`src/rtl/adma_data_fifo.sv`:
```
// adma_data_fifo: single-clock circular-buffer FIFO between the ADMA engine
// and the SD data line. Occupancy is tracked by a registered word count, and
// all status flags are decoded from that count only, so no request input has
// a combinational path to any flag. Read data is registered, so a word
// appears on data_out one cycle after its read request is accepted.
//
// Handshake: a write is taken on a rising CLK edge when fifo_write is high and
// the FIFO is not full, or is full but a read is accepted on the same edge. A
// read is taken when fifo_read is high and the FIFO is not empty. A request
// that cannot be taken is dropped, and the matching sticky error flag is set.
// flush overrides both requests on the same edge.
module adma_data_fifo #(
    parameter int DATA_WIDTH = 32,
    parameter int ADDR_WIDTH = 3,
    parameter int AF_LEVEL   = 6,
    parameter int AE_LEVEL   = 2
) (
    input  logic                  CLK,
    input  logic                  RESET,
    input  logic                  fifo_write,
    input  logic [DATA_WIDTH-1:0] data_in,
    input  logic                  fifo_read,
    output logic [DATA_WIDTH-1:0] data_out,
    input  logic                  flush,
    output logic                  fifo_full,
    output logic                  fifo_empty,
    output logic                  almost_full,
    output logic                  almost_empty,
    output logic [ADDR_WIDTH:0]   count,
    output logic                  overflow,
    output logic                  underflow
);

    localparam int DEPTH = 1 << ADDR_WIDTH;

    localparam logic [ADDR_WIDTH:0]   FULL_COUNT = (ADDR_WIDTH+1)'(DEPTH);
    localparam logic [ADDR_WIDTH:0]   AF_COUNT   = (ADDR_WIDTH+1)'(AF_LEVEL);
    localparam logic [ADDR_WIDTH:0]   AE_COUNT   = (ADDR_WIDTH+1)'(AE_LEVEL);
    localparam logic [ADDR_WIDTH:0]   CNT_ONE    = (ADDR_WIDTH+1)'(1);
    localparam logic [ADDR_WIDTH-1:0] PTR_ONE    = ADDR_WIDTH'(1);

    logic [DATA_WIDTH-1:0] mem [DEPTH];
    logic [ADDR_WIDTH-1:0] wptr;
    logic [ADDR_WIDTH-1:0] rptr;

    logic wr_accept;
    logic rd_accept;
    logic wr_drop;
    logic rd_drop;

    // Flags are pure decodes of the registered count.
    assign fifo_full    = (count == FULL_COUNT);
    assign fifo_empty   = (count == '0);
    assign almost_full  = (count >= AF_COUNT);
    assign almost_empty = (count <= AE_COUNT);

    // Request qualification. When full, a concurrent read frees the slot the
    // write fills. When empty, a concurrent write is not bypassed to the read.
    assign wr_accept = ~flush & fifo_write & (~fifo_full | fifo_read);
    assign rd_accept = ~flush & fifo_read & ~fifo_empty;
    assign wr_drop   = ~flush & fifo_write & fifo_full & ~fifo_read;
    assign rd_drop   = ~flush & fifo_read & fifo_empty;

    // Storage array: written on accepted writes, never reset or cleared.
    always_ff @(posedge CLK) begin
        if (wr_accept) begin
            mem[wptr] <= data_in;
        end
    end

    // Write and read pointers wrap naturally modulo the depth.
    always_ff @(posedge CLK or negedge RESET) begin
        if (!RESET) begin
            wptr <= '0;
            rptr <= '0;
        end else if (flush) begin
            wptr <= '0;
            rptr <= '0;
        end else begin
            if (wr_accept) begin
                wptr <= wptr + PTR_ONE;
            end
            if (rd_accept) begin
                rptr <= rptr + PTR_ONE;
            end
        end
    end

    // Occupancy count: moves only when exactly one side is accepted.
    always_ff @(posedge CLK or negedge RESET) begin
        if (!RESET) begin
            count <= '0;
        end else if (flush) begin
            count <= '0;
        end else begin
            case ({wr_accept, rd_accept})
                2'b10:   count <= count + CNT_ONE;
                2'b01:   count <= count - CNT_ONE;
                default: count <= count;
            endcase
        end
    end

    // Registered read data; holds through flush and ignored reads.
    always_ff @(posedge CLK or negedge RESET) begin
        if (!RESET) begin
            data_out <= '0;
        end else if (rd_accept) begin
            data_out <= mem[rptr];
        end
    end

    // Sticky error flags, cleared only by flush or reset.
    always_ff @(posedge CLK or negedge RESET) begin
        if (!RESET) begin
            overflow  <= 1'b0;
            underflow <= 1'b0;
        end else if (flush) begin
            overflow  <= 1'b0;
            underflow <= 1'b0;
        end else begin
            if (wr_drop) begin
                overflow <= 1'b1;
            end
            if (rd_drop) begin
                underflow <= 1'b1;
            end
        end
    end

endmodule

```
`config.mk`:
```
export PLATFORM = sky130hd
export DESIGN_NAME = adma_data_fifo
export DESIGN_NICKNAME = d
export VERILOG_FILES = /design/src/rtl/adma_data_fifo.sv
export SDC_FILE = /design/constraint.sdc
export NUM_CORES = 1
export LEC_CHECK = 0
export CAP_MARGIN = 40
export CORE_AREA = 2 2 199 201
export CTS_CLUSTER_DIAMETER = 200
export DETAILED_ROUTE_END_ITERATION = 12
export DIE_AREA = 0 0 201 203
export DONT_BUFFER_PORTS = 1
export GPL_TIMING_DRIVEN = 0
export MAX_ROUTING_LAYER = met4
export PLACE_DENSITY = 0.47
export SETUP_SLACK_MARGIN = 0.3
export SLEW_MARGIN = 20
export SYNTH_ARGS = -nofsm -noshare
export SYNTH_HDL_FRONTEND = slang
export SYNTH_SLANG_ARGS = --single-unit
```
`constraint.sdc`:
```
create_clock -name CLK -period 4.55 [get_ports CLK]
set_input_delay 0.6825 -clock CLK [delete_from_list [all_inputs] [get_ports CLK]]
set_output_delay 0.6825 -clock CLK [all_outputs]
set_load 0.05 [all_outputs]
```
==> results of run 1 <==
[final cells by class]
class | count | area [sq um]
flip-flops and latches | 300 | 8790
inverters | 4 | 17.5
clock inverters | 15 | 136
plain buffers | 30 | 160
well taps | 518 | 648
repair buffers | 35 | 437
fillers | 3579 | 24700
multi-input cells | 231 | 2620
clock buffers | 45 | 933
[flip-flops by register name, summed over array words and instances (netlist names)]
signal,cells
count,4
data_out,32
mem,256
overflow,1
rptr,3
underflow,1
wptr,3
[stage by stage]
stage	hold WS, ns	setup WS [ns]	utilization [%]	cell area, sq um
after floorplan	0.387	0.501	-	11500
after global placement	0.388	-2.52	31.7	12200
after detailed placement	0.389	1.35	32.9	12600
after CTS	0.0298	1.34	35.7	13700
after global routing	0.0332	1.24	35.7	13700
final	0.0338	1.33	35.7	13700
[per-layer routing]
metal,wire (microns),GRT usage [%],vias to the layer above,part of all wire (%)
li1,-,-,2430,-
met4,468,3.49,0,1.7
met5,0,-,-,0
met3,1740,4.04,39,6.5
met2,13200,22.4,111,49
met1,11400,16.6,2932,42
[repair_timing]
action | in CTS | in global routing
setup endpoints to repair | 0 | 0
hold endpoints to repair | 44 | 0
hold buffers | 1 | 0
[layout by cell type, fill, tap and decap left out, types with 2 or more instances in the layout]
cell and n:
mux4_2 64, buf_4 20, o211ai_1 2, buf_1 5
edfxtp_1 256, clkinv_1 6, clkbuf_16 35, buf_2 12
bufinv_16 2, clkbuf_1 14, o21ai_0 5, nor3_2 5
clkbuf_8 2, clkinv_2 5, dfrtp_1 44, buf_8 2
or3_1 3, inv_1 2, nand2_1 3, buf_6 14
a21oi_1 37, ha_1 4, nor3_1 2, xor2_1 4
or4b_4 2, mux2i_1 34, nand3_1 5, nor2_4 3
buf_16 5, nor2_1 40
[worst reg2reg max path, stage by stage (launching register included)]
cell,delay [ns]
dfrtp_1,0.59
buf_6,0.25
or4_4,0.57
inv_4,0.21
nor4_1,0.11
ha_1,0.37
o21ai_0,0.12
o41ai_2,0.27
mux2i_1,0.28
mux2_1,0.34
[Yosys cell counts (2+ instances only)]
| cell type | count |
|---|---|
| nor4_1 | 2 |
| or3_1 | 3 |
| buf_2 | 11 |
| inv_1 | 2 |
| mux2i_1 | 34 |
| a21oi_1 | 37 |
| o211ai_1 | 2 |
| nor2_1 | 43 |
| mux4_2 | 64 |
| clkbuf_1 | 6 |
| nor3_2 | 2 |
| nand3_1 | 5 |
| ha_1 | 4 |
| nand2_1 | 3 |
| edfxtp_1 | 256 |
| buf_4 | 7 |
| buf_1 | 5 |
| dfrtp_1 | 44 |
| or4b_4 | 2 |
| nor3_1 | 5 |
| xor2_1 | 4 |
| o21ai_0 | 5 |
[where the power goes]
| part | total, mW | internal [mW] | leakage [nW] | switching (mW) |
|---|---|---|---|---|
| registers | 3.85 | 3.18 | 2.83 | 0.675 |
| logic | 0.949 | 0.442 | 1.06 | 0.508 |
| clock network | 2.60 | 1.56 | 0.527 | 1.04 |
[final timing paths]
check | start | end | slack, ns | cells after the start
hold reg to reg | rptr[0] | rptr[1] | 0.74 | 3
setup reg to reg | count[0] | count[3] | 1.33 | 9
hold / removal | RESET | data_out[15] | 0.03 | 1
min in group CLK | data_in[1] | mem[0][1] | 0.26 | 0
max in group asynchronous | RESET | data_out[26] | 4.25 | 1
setup / recovery | count[0] | count[3] | 1.33 | 9
[kinds of logic after synthesis]
kind of cell	count (synthesis)
xor gates and xnor gates	4
DFF	300
and+or+nand+nor	73
buffers and inverters	34
AOI/OAI and AO/OA	51
adders and majority gates	4
muxes	99
==> out/results.tsv, run 1 <==
metric	value	unit
Die Y	203	microns
unrepaired setup endpoints after global routing	no	
Worst-Margin Slew	0.905	ns
Seq cells post-synth	300	
grt total ovfl	0	
startpoint types	register	
crit path DAT	3.61	ns
Bufs on Longest Clock Path	3	
H-tree Lvls	2	
Power, Total	7.40	mW
post_cts resized	0	
Crit-path slowest cell	dfrtp_1	
WS Path Type	reg -> reg	
GR Util All Layers	13.7	%
first-pass GRT wire length	39.5	mm
Achievable Freq	0.310	GHz
clock root buffer	clkbuf_16	
maximum fanout along the worst path	10	
Post-Syn Nets	606	
DIE AREA	0.0408	sq mm
Hold Fails Final Rpt	0	
ant diodes	0	
Final Skew	0.0160	ns
# rows	72	
Pre-antenna DRT Iters	4	
asr flop ratio synth	14.7	%
area grow syn2layout	19.3	%
top-area cell type share of the netlist area	66.7	%
simple-gate share of the synthesized area	3.28	%
max_cap viols	0	
via/cell ratio	4.68	
initial antenna violation count	0	
antenna-violating nets left	0	
gp weighted congestion	0.703	
syn_area_per_cell	20.4	sq um
Worst Hold Class	in -> async	
synthesized-area fraction occupied by adder cells	0.435	%
clock tree sinks	300	
Layout Cells excl Fill	1178	
starting density of the core	29.9	%
power per cell area	539	mW/mm^2
CP Capture Type	register	
critical path required time	4.93	ns
final net count	677	
Synth Flop Type	edfxtp_1	
Seq/Total Area, Yosys	76.3	%
final setup fails	0	
cell count after placement	1116	
Synth cell types	41	
Post-Synthesis Cells	565	
HPWL Detailed	18.2	mm
DRC viols	0	
vias in the first global route	5953	
Die Wd	201	microns
mux contribution to synthesized area	15.6	%
drt total wl	26.8	mm
IO Port Bufs	0	
final count of pins violating max slew	0	
post-synthesis xor/xnor area fraction	0.304	%
total number of vias	5512	
clock period minus worst slack	3.22	ns
total CTS buffers	34	
fin crit share	70.9	%
I/O Pins	79	
leakage	4.41	nW
compound-gate portion of the synthesized area	2.56	%
DRT iter0 DRCs	322	
CP Buf/Inv Count	2	
Clock Pin Slew Worst Setup and Hold Paths	0.06	ns
VDD IR-drop max	245	uV
slew margin rel.	39.6	%
CP Cell Sequence	buf_6 > or4_4 > inv_4 > nor4_1 > ha_1 > o21ai_0 > o41ai_2 > mux2i_1 > mux2_1	
setup TNS	0	ns
largest family of logic cells by synthesized area	multiplexers	
CTS tree	done	
family with the most delay on the worst path	simple AND/OR/NAND/NOR gates	
largest net degree at the start of global routing	45	
layout cells sized above 1	28.0	%
wire per inst	22.7	microns
EDFF count, synth	256	
buffer count from post-CTS setup fixing	0	
core area	0.0385	sq mm
post-synth top area cell	edfxtp_1	
clk_lat worst skew	0.51	ns
Cell Area, Synth	0.0115	sq mm
synth top area cells	edfxtp_1 (67%), mux4_2 (13%), dfrtp_1 (9.6%), mux2i_1 (3.0%), a21oi_1 (1.6%)	
Synth Warn #	0	
Crit path largest cell delay	0.59	ns
status	finished clean	
No activity file was read; power rests on OpenSTA's default activity.
==> run 2: changes to the inputs <==
PLACE_DENSITY = 0.45   (was 0.47)
clock period = 3.19 ns   (was 4.55 ns; I/O delays follow)
==> run 2 against run 1 <==
  * Critical path depth unchanged
  * Clock skew about the same
  * Sequential power up 43%
  * Hold slack better by 0.034 ns
==> out/results.tsv, run 2 (synthesis results as in run 1) <==
metric	value	unit	change
# rows	72		unchanged
reg2reg setup slack	0.17	ns	was 1.33 ns
total number of vias	5554		was 5,512
I/O Pins	79		unchanged
core area	0.0385	sq mm	unchanged
CP Capture Type	register		unchanged
first-pass GRT wire length	39.4	mm	was 39.5 mm
Achievable Freq	0.331	GHz	was 0.310 GHz
crit path to	count[3]		unchanged
Die Y	203	microns	unchanged
wire per inst	22.9	microns	was 22.7 microns
family with the most delay on the worst path	simple AND/OR/NAND/NOR gates		unchanged
antenna-violating nets left	0		unchanged
starting density of the core	29.9	%	unchanged
clock period minus worst slack	3.02	ns	was 3.22 ns
status	finished clean		unchanged
commonest cells after routing, fill and taps aside	edfxtp_1 (256), mux4_2 (64), nor2_1 (40), dfrtp_1 (40), a21oi_1 (37)		was edfxtp_1 (256), mux4_2 (64), dfrtp_1 (44), nor2_1 (40), a21oi_1 (37)
worst setup path startpoint	count[2]		was count[0]
unrepaired setup endpoints after global routing	yes		was no
startpoint types	register		unchanged
Bufs on Longest Clock Path	3		unchanged
clock root buffer	clkbuf_16		unchanged
Critical R2R Launch	count[2]		was count[0]
HPWL Detailed	18.1	mm	was 18.2 mm
Clock Pin Slew Worst Setup and Hold Paths	0.06	ns	about the same
final setup fails	0		unchanged
maximum fanout along the worst path	6		was 10
final core occ	35.8	%	was 35.7%
IO Port Bufs	0		unchanged
initial antenna violation count	0		unchanged
final net count	680		was 677
max reg flops	256		unchanged
Final Skew	0.0159	ns	was 0.0160 ns
Post-DP Area	0.0126	sq mm	about the same
gp weighted congestion	0.725		was 0.703
total CTS buffers	34		unchanged
WS Path Type	reg -> reg		unchanged
Crit-path slowest cell	or4_4		was dfrtp_1
leakage	4.40	nW	was 4.41 nW
grt total ovfl	0		unchanged
DIE AREA	0.0408	sq mm	unchanged
via/cell ratio	4.70		was 4.68
max_cap viols	0		unchanged
commonest non-fill, non-tap cell in the layout	edfxtp_1		unchanged
ant diodes	0		unchanged
Hold Fails Final Rpt	0		unchanged
Top reg by flops	mem		unchanged
fin crit share	94.8	%	was 70.9%
Pre-antenna DRT Iters	4		unchanged
CP Buf/Inv Count	2		unchanged
crit path DAT	3.40	ns	was 3.61 ns
drt total wl	27.1	mm	was 26.8 mm
Critical Path Stages	9		unchanged
CTS tree	done		unchanged
H-tree Lvls	2		unchanged
largest net degree at the start of global routing	45		unchanged
Final Cell Area	0.0138	sq mm	was 0.0137 sq mm
r2r endpoint	count[3]		unchanged
power per cell area	762	mW/mm^2	was 539 mW/mm^2
CP Cell Sequence	buf_6 > or4_4 > clkinv_8 > nor4_4 > ha_1 > o21ai_2 > o41ai_2 > mux2i_1 > mux2_1		was buf_6 > or4_4 > inv_4 > nor4_1 > ha_1 > o21ai_0 > o41ai_2 > mux2i_1 > mux2_1
area grow syn2layout	19.6	%	was 19.3%
layout cells sized above 1	29.2	%	was 28.0%
Fillers	3582		was 3,579
critical path required time	3.57	ns	was 4.93 ns
Worst Hold Class	in -> reg		was in -> async
Top Registers	mem (256), data_out (32), count (4)		unchanged
DRC viols	0		unchanged
Power, Total	10.5	mW	was 7.40 mW
Worst-Margin Slew	0.816	ns	was 0.905 ns
Crit path largest cell delay	0.57	ns	was 0.59 ns
Die Wd	201	microns	unchanged
slew margin rel.	45.6	%	was 39.6%
clk_lat worst skew	0.50	ns	was 0.51 ns
R2R depth	9		unchanged
vias in the first global route	5934		was 5,953
DRT iter0 DRCs	316		was 322
setup TNS	0	ns	unchanged
GR Util All Layers	13.7	%	about the same
clock tree sinks	300		unchanged
VDD IR-drop max	305	uV	was 245 uV
final count of pins violating max slew	0		unchanged
-- run 2: cell count changes in the layout (fill, tap and decap cells not counted), moves of 2 or more --
cell | before | now
nor3_4 | 0 | 2
dfrtp_2 | 0 | 4
clkbuf_8 | 2 | 5
buf_4 | 20 | 22
nor3_2 | 5 | 3
bufinv_16 | 2 | 0
dfrtp_1 | 44 | 40
buf_16 | 5 | 3
-- run 2: where the power goes --
group	switching [mW]	leakage [nW]	total [mW]	internal, mW
registers	0.965	2.82	5.50	4.53
clock network	1.46	0.511	3.59	2.12
logic	0.756	1.07	1.41	0.656
total	3.18	4.40	10.5	7.31
-- run 2: repair_timing --
action | 4_1_cts | 5_1_grt
buffers inserted | 1 | 3
setup endpoints to repair | 83 | 14
pin swaps | 1 | 3
gates resized for setup | 4 | 8
endpoints found under the hold margin | 44 | 0
hold buffers | 2 | 0
-- run 2: worst min-delay path by stage --
stage	slack [ns]	from	end	cells past startpoint
finish	0.07	data_in[6]	mem[3][6]	0
global route	0.04	data_in[7]	mem[4][7]	0
CTS	0.04	data_in[6]	mem[3][6]	0
detailed placement	0.18	RESET	count[2]	0
global placement	0.18	RESET	count[2]	0
floorplan	0.18	RESET	count[0]	0
-- run 2: layout make-up --
class	instances	area, sq um	area share (%)
sequential	300	8790	63.9
multi-input combinational	231	2660	19.3
clock buffer	47	971	7.05
tap	518	648	4.71
timing repair buffer	38	444	3.23
buffer	30	164	1.19
clock inverter	14	67.6	0.491
inverter	4	27.5	0.200
-- run 2: per-stage QoR --
step | instances | worst slack [ns] | hold slack, ns
final | 1182 | 0.167 | 0.0679
after global placement | 1083 | -3.79 | 0.185
after global routing | 1182 | 0.0825 | 0.0411
after CTS | 1179 | 0.130 | 0.0447
after detailed placement | 1115 | 0.0438 | 0.185
after floorplan | 565 | -0.650 | 0.183
-- run 2: per-layer routing --
metal	vias to the layer above	routed length, microns	track usage [%]
li1	2440	-	-
met1	2955	11300	16.4
met2	116	13600	22.6
met3	43	1680	4.22
met4	0	555	3.76
met5	-	0	-
